## src/rtl/proc_control_unit_pkg.sv

```systemverilog
// -----------------------------------------------------------------------------
// proc_control_unit_pkg
// Shared definitions for the simple-processor control sequencer: instruction
// opcodes, sequencer step encodings and instruction-register field positions.
// -----------------------------------------------------------------------------
package proc_control_unit_pkg;

    // Opcodes held in IR[8:6]; any opcode with the top bit set is reserved.
    localparam logic [2:0] OP_MV  = 3'b000;
    localparam logic [2:0] OP_MVI = 3'b001;
    localparam logic [2:0] OP_ADD = 3'b010;
    localparam logic [2:0] OP_SUB = 3'b011;

    // Sequencer steps, plain 2-bit binary. T0 is idle/fetch.
    typedef enum logic [1:0] {
        T0 = 2'd0,
        T1 = 2'd1,
        T2 = 2'd2,
        T3 = 2'd3
    } state_e;

    // Instruction register field positions: III XXX YYY.
    localparam int IR_OP_HI = 8;
    localparam int IR_OP_LO = 6;
    localparam int IR_X_HI  = 5;
    localparam int IR_X_LO  = 3;
    localparam int IR_Y_HI  = 2;
    localparam int IR_Y_LO  = 0;

    // True for the two opcodes that run through the ALU (T2/T3).
    function automatic logic is_alu_op(input logic [2:0] op);
        return (op == OP_ADD) || (op == OP_SUB);
    endfunction

endpackage

```

## src/rtl/proc_control_unit_dec3to8.sv

```systemverilog
// -----------------------------------------------------------------------------
// dec3to8
// 3-bit binary to 8-bit one-hot decoder with enable. Used to turn the X and Y
// register fields of the instruction into register-file select lines.
//   sel_i     3-bit register number
//   en_i      1 = drive the one-hot code, 0 = all zeros
//   onehot_o  bit n set when sel_i == n and en_i is high
// -----------------------------------------------------------------------------
module dec3to8 (
    input  logic [2:0] sel_i,
    input  logic       en_i,
    output logic [7:0] onehot_o
);

    assign onehot_o = en_i ? (8'b0000_0001 << sel_i) : 8'b0000_0000;

endmodule

```

## src/rtl/proc_control_unit.sv

```systemverilog
// -----------------------------------------------------------------------------
// proc_control_unit
// Multi-cycle control sequencer for the 16-bit simple processor datapath
// (R0-R7, accumulator A, result G, add/sub ALU, shared bus). Holds the
// instruction register, decodes mv / mvi / add / sub and drives the per-cycle
// load enables and bus selects.
//   CLOCK    rising-edge clock
//   RESETN   asynchronous active-low reset
//   RUN      start request, sampled only in T0
//   DIN      data/instruction bus (instruction in T0, immediate in mvi T1)
//   IR_IN    IR load strobe
//   R_IN     one-hot register load enables (bit n = Rn)
//   R_OUT    one-hot bus select for Rn
//   DIN_OUT  bus select DIN
//   G_OUT    bus select G
//   A_IN     load A from bus
//   G_IN     load G from ALU
//   ADD      ALU function: 1 = add, 0 = subtract
//   BUSY     high while an instruction is past T0
//   DONE     one-cycle pulse in the final cycle of an instruction
// -----------------------------------------------------------------------------
module proc_control_unit
    import proc_control_unit_pkg::*;
#(
    parameter int DATA_WIDTH = 16,
    parameter int IR_WIDTH   = 9
) (
    input  logic                  CLOCK,
    input  logic                  RESETN,
    input  logic                  RUN,
    input  logic [DATA_WIDTH-1:0] DIN,
    output logic                  IR_IN,
    output logic [7:0]            R_IN,
    output logic [7:0]            R_OUT,
    output logic                  DIN_OUT,
    output logic                  G_OUT,
    output logic                  A_IN,
    output logic                  G_IN,
    output logic                  ADD,
    output logic                  BUSY,
    output logic                  DONE
);

    state_e              state_q, state_d;
    logic [IR_WIDTH-1:0] ir_q, ir_d;

    logic [2:0] op;
    logic [7:0] x_onehot;
    logic [7:0] y_onehot;
    logic       busy;

    assign op   = ir_q[IR_OP_HI:IR_OP_LO];
    assign busy = (state_q != T0);

    // Only the low IR_WIDTH bits of DIN carry an instruction.
    if (DATA_WIDTH > IR_WIDTH) begin : g_din_upper
        logic unused_din_upper;
        assign unused_din_upper = ^DIN[DATA_WIDTH-1:IR_WIDTH];
    end

    // Register selects are only meaningful once an instruction is in flight;
    // the decoders sit idle in T0 where IR may still hold a stale value.
    dec3to8 u_dec_x (
        .sel_i    (ir_q[IR_X_HI:IR_X_LO]),
        .en_i     (busy),
        .onehot_o (x_onehot)
    );

    dec3to8 u_dec_y (
        .sel_i    (ir_q[IR_Y_HI:IR_Y_LO]),
        .en_i     (busy),
        .onehot_o (y_onehot)
    );

    // Next state and IR capture.
    always_comb begin
        // NOTE: every signal assigned here gets a default first so no path
        // leaves it unassigned, which would otherwise infer a latch.
        state_d = state_q;
        ir_d    = ir_q;
        unique case (state_q)
            T0: begin
                if (RUN) begin
                    ir_d    = DIN[IR_WIDTH-1:0];
                    state_d = T1;
                end
            end
            T1:      state_d = is_alu_op(op) ? T2 : T0;
            T2:      state_d = T3;
            T3:      state_d = T0;
            default: state_d = T0;
        endcase
    end

    always_ff @(posedge CLOCK or negedge RESETN) begin
        if (!RESETN) begin
            state_q <= T0;
            ir_q    <= '0;
        end else begin
            // NOTE: state registers use non-blocking assignments so every
            // flop samples its pre-edge value regardless of statement order.
            state_q <= state_d;
            ir_q    <= ir_d;
        end
    end

    // Control outputs, decoded from step, RUN and IR. Reset holds the
    // sequencer in T0, so only the RUN-driven IR strobe needs explicit gating
    // to keep every output low while RESETN is asserted.
    always_comb begin
        IR_IN   = 1'b0;
        R_IN    = 8'h00;
        R_OUT   = 8'h00;
        DIN_OUT = 1'b0;
        G_OUT   = 1'b0;
        A_IN    = 1'b0;
        G_IN    = 1'b0;
        ADD     = 1'b0;
        DONE    = 1'b0;
        unique case (state_q)
            T0: IR_IN = RUN & RESETN;
            T1: begin
                unique case (op)
                    OP_MV: begin
                        R_OUT = y_onehot;
                        R_IN  = x_onehot;
                        DONE  = 1'b1;
                    end
                    OP_MVI: begin
                        DIN_OUT = 1'b1;
                        R_IN    = x_onehot;
                        DONE    = 1'b1;
                    end
                    OP_ADD, OP_SUB: begin
                        R_OUT = x_onehot;
                        A_IN  = 1'b1;
                    end
                    // Reserved opcodes complete immediately as a NOP.
                    default: DONE = 1'b1;
                endcase
            end
            T2: begin
                R_OUT = y_onehot;
                G_IN  = 1'b1;
                ADD   = (op == OP_ADD);
            end
            T3: begin
                G_OUT = 1'b1;
                R_IN  = x_onehot;
                DONE  = 1'b1;
            end
            default: ;
        endcase
    end

    assign BUSY = busy;

endmodule

```

## config.mk

```make
export PLATFORM = sky130hd
export DESIGN_NAME = proc_control_unit
export DESIGN_NICKNAME = d
export VERILOG_FILES = /design/src/rtl/proc_control_unit_pkg.sv /design/src/rtl/proc_control_unit_dec3to8.sv /design/src/rtl/proc_control_unit.sv
export SDC_FILE = /design/constraint.sdc
export NUM_CORES = 1
export LEC_CHECK = 0
export ABC_AREA = 1
export ABC_CLOCK_PERIOD_IN_PS = 2200
export BUFFER_PORTS_ARGS = -buffer_cell sky130_fd_sc_hd__buf_4
export CAP_MARGIN = 10
export CORE_ASPECT_RATIO = 1.2
export CORE_MARGIN = 3
export CORE_UTILIZATION = 47
export CTS_CLUSTER_DIAMETER = 150
export DETAILED_ROUTE_END_ITERATION = 6
export MAX_ROUTING_LAYER = met4
export PLACE_DENSITY = 0.84
export SKIP_LAST_GASP = 1
export SYNTH_ARGS = -nofsm -noshare
export SYNTH_HDL_FRONTEND = slang
export SYNTH_HIERARCHICAL = 1
export SYNTH_SLANG_ARGS = --single-unit
export TNS_END_PERCENT = 20
```

## constraint.sdc

```tcl
create_clock -name CLOCK -period 2.2 [get_ports CLOCK]
set_input_delay 0.44 -clock CLOCK [delete_from_list [all_inputs] [get_ports CLOCK]]
set_output_delay 0.44 -clock CLOCK [all_outputs]
set_load 0.005 [all_outputs]
```

# == Word level (Yosys, flattened, before mapping) ==
# Index checks and enable logic that the tools add are counted.
# totals
regBits,11
latchBits,0
ramBits,0
rom_bits,0
in_bits,19
mem_count,0
# op_classes
n_addsub,0
n_mul,0
n_div,0
magnitude_cmp,0
n_eq_ne,7
shift,2
mux,19
bitwise_logic,1
n_reduce_logical,7
# op_table
op,count
8-bit one-hot mux with 2 select lines,3
8-bit two-way mux,3
"1-bit by 3-bit left shift with 8-bit output, first input constant",2
1-bit two-way mux,9
2-bit one-hot mux with 4 select lines,1
"3-bit by 2-bit == test with 1-bit output, second input constant",2
"2-bit == test, second input constant",2
2-bit two-way mux,2
2-bit OR reduction,2
"3-bit by 1-bit == test with 1-bit output, second input constant",1
3-bit zero test,1
"2-bit by 1-bit == test with 1-bit output, second input constant",1
2-bit zero test,1
"2-bit != test, second input constant",1
1-bit one-hot mux with 2 select lines,1
2-bit AND reduction,1
2-bit nonzero test,1
1-bit bitwise AND,1
1-bit logical OR,1

# == Logic depth before layout (Yosys ltp) ==
# logic_depth
word_depth,4
ltp_mapped,9

# == Modules after synthesis ==
# The synthesis kept the hierarchy.
# modules_own_cells
mod,instances,cells_per_inst,area_each_um2
proc_control_unit,1,123,894.6
dec3to8,2,17,63.8

# == Worst setup path before layout ==
# No wires, ideal clock.
# synth_timing
kind,register -> output
from,register state_q[0]
to,output port R_OUT[4]
t_arrival_ns,1.299
t_required_ns,1.760
path_slack_ns,0.461
stages_incl_launch_ff,10
path_cell_list,dfrtp_1 inv_1 ha_1 inv_1 nand2_1 nor2_1 nand4_1 nand3_1 nand2_1 inv_1
# synth_between
elab_chain_len,4
# synth_rtl
item,line_no,text
start: declaration,proc_control_unit.sv:44,"state_e state_q, state_d;"
start signal: assignment,proc_control_unit.sv:102,state_q <= state_d;
2-bit nonzero test *,proc_control_unit.sv:53,assign busy = (state_q != T0);
via BUSY,proc_control_unit.sv:40,"output logic BUSY,"
8-bit two-way mux *,proc_control_unit_dec3to8.sv:15,assign onehot_o = en_i ? (8'b0000_0001 << sel_i) : 8'b0000_0000;
via y_onehot[4],proc_control_unit.sv:49,logic [7:0] y_onehot;
8-bit one-hot mux with 2 select lines,proc_control_unit.sv:123,unique case (op)
8-bit one-hot mux with 2 select lines *,proc_control_unit.sv:120,unique case (state_q)
end: declaration,proc_control_unit.sv:34,"output logic [7:0] R_OUT,"
# The timed path passes the listed nets; every way through them passes the cells marked *.

# == Worst setup path in the final report ==
# layout_timing
from,register state_q[0]
to,output port R_OUT[4]
# layout_between
elab_chain_len,4
# layout_rtl
item,line_no,text
2-bit nonzero test,proc_control_unit.sv:53,
8-bit two-way mux,proc_control_unit_dec3to8.sv:15,
via x_onehot[4],proc_control_unit.sv:48,logic [7:0] x_onehot;
8-bit one-hot mux with 2 select lines,proc_control_unit.sv:123,
8-bit one-hot mux with 2 select lines,proc_control_unit.sv:120,
# The timed path passes the listed nets, and every way through them passes these cells.

==> reports/qor.yml <==
status: "finished, final reports clean"
cts_buffers: 3
hold_viol: 0
gr-total-overflow: 0
clock_skew_ps: 0.576
synth-seq-cells: 11
ys_types: 22
setup-violations-final: 0
grt_pass1_wl_mm: 4.51
clk_root_buffer_cell: "clkbuf_4"
ys_seq_area_frac: 0.269
row_count: 17
cts_htree_levels: 1
antenna_left: 0
final_util: 0.706
clkSinkCount: 11
grt_pass1_vias: 1103
hold_path_class: "in -> reg"
grt_usage: 0.207
fmax_mhz: 480
avgSynthCellArea_um2: 6.51
final_common_cell: "buf_4"
drcViolationCount: 0
synth_nets: 180
dr.pass1.iters: 4
rsz0062_at_grt: "yes"
num_antenna_cells: 0
intPower_w: 0.000823
start_kind: "flop"
grt_max_degree: 18
yosysTopAreaCell: "dfrtp_1"
cp.arrival_ps: 1640
min_period_over_period: 0.947
synthCells: 157
yosys.area.top_type_share: 0.269
clkTransAtPathRegs_ps: 60
nNetsFinal: 219
gp_congestion: 0.825
p_leak_nw: 0.763
seq_area_um2: 275
maxCapViolCount: 0
relSlewSlack: 0.755
p_sw_w: 0.000832
dieWidth_um: 48.6
ios: 43
ir_drop_v: 0.000838
comb_power_share: 0.672
yosys-top-cells-area: "dfrtp_1 27%, nand2_1 12%, inv_1 11%, nor2_1 10%, nand3_1 7.8%"
yosys_warnings: 6
wl_mm: 2.55
dp_hpwl_mm: 1.99
cts_tree: "yes"
clkLatencyLatePin_ps: 260
drtIter0Drc: 26
cp_max_fo: 6
required_ps: 1760
die_area_um2: 2770
final.fill_count: 184
pwr-share-clk: 0.079
power_frac_seq: 0.249
via_count: 1117
drive_gt1_frac: 0.359
final_max_slew_viol_count: 0
multi_input_area_um2: 619
power.density_nw_per_um2: 1200
fin_hold_ws_ps: 408
syn2layout_area_growth_pct: 35.1
wire_per_inst_um: 11.4
fin_crit_ps: 2080
p_sw_frac: 0.503
tightest_slew_ps: 368
final_cell_mix: "39 x buf_4, 29 x inv_1, 29 x nand2_1"
grt_antenna_before_repair: 0
start_util: 0.522
cts_buffer_depth: 2
place.port_buffers: 35
power.total_w: 0.00165
fp.dieH_um: 57.1
syn_area_um2: 1020
via_per_inst: 5.01
core_region_area_um2: 1960
critPathKind: "reg -> out"
cp-end-kind: "output port"
## layout make-up
class                   count  area share
multi-input cells         108       0.448
repair buffers             40       0.219
flip-flops and latches     11       0.199
inverters                  32      0.0888
well taps                  28      0.0254
clock buffers               4      0.0190
## logic make-up (layout without fill, tap and decap cells)
logic type	Yosys count	count (layout)	synth area share
compound gates	6	6	0.0294
fa+ha+maj	4	4	0.0490
buf+inv	38	76	0.159
flops	11	11	0.269
mux	7	7	0.0955
simple gates	91	91	0.398
## routing by layer
metal	track usage	wire (um)
met1	0.223	962
met2	0.372	1410
met3	0.0209	127
met4	0.114	54
met5	-	0
## critical path, cell delays in order, from the launching register on
cell     delay, ps
dfrtp_1        350
inv_1           80
ha_2           220
inv_4          100
nand2_2        100
nor2_1         150
nand3_1        110
nand3_1        100
nand2_1         50
inv_1           50
buf_4           90
## metrics by stage
step | worst slack, ps | cells | area, um2 | TNS [ps]
after floorplan | 461 | 157 | 1020 | 0
after global placement | 243 | 215 | 1280 | 0
after detailed placement | 195 | 215 | 1280 | 0
after CTS | 39.8 | 222 | 1340 | 0
after global routing | -0.196 | 223 | 1380 | -0.196
final | 117 | 223 | 1380 | 0
## sequential cells by signal (all words and copies together), names as in the netlist, named ones only
signal / count
ir_q: 9
state_q: 1
## synth_stat cells (all sizes together)
cell	n
nand2	34
inv	32
nor2	31
nand3	16
dfrtp	11
nand4	8
mux2	7
buf	5
ha	4
o21ai	4
a21oi	2
and3	1
clkbuf	1
or2	1
## power by group through the flow
stage          Sequential (W)  Clock (W)  Combinational, W
6_report             0.000411   0.000131           0.00111
5_1_grt              0.000427   0.000144           0.00124
4_1_cts              0.000406   0.000138           0.00100
3_5_place_dp         0.000418          0          0.000952
3_3_place_gp         0.000407          0          0.000931
2_1_floorplan        0.000390          0          0.000734
## worst paths after layout
check	endpoint	slack, ps	cells after the start	from
min	ir_q[8]	410	2	DIN[8]
max reg2reg	state_q[0]	790	6	state_q[0]
min reg2reg	ir_q[4]	580	1	ir_q[4]
max in group asynchronous	ir_q[4]	1490	2	RESETN
max	R_OUT[4]	120	10	state_q[0]
min in group asynchronous	ir_q[2]	560	2	RESETN
## repair_timing
action | 4_1_cts | 5_1_grt
setup endpoints to repair | 8 | 8
buffers inserted | 2 | 1
endpoints found under the hold margin | 11 | 0
hold buffers | 1 | 0
pin swaps | 0 | 0
gates resized for setup | 2 | 14
No activity file was read; power rests on OpenSTA's default activity.
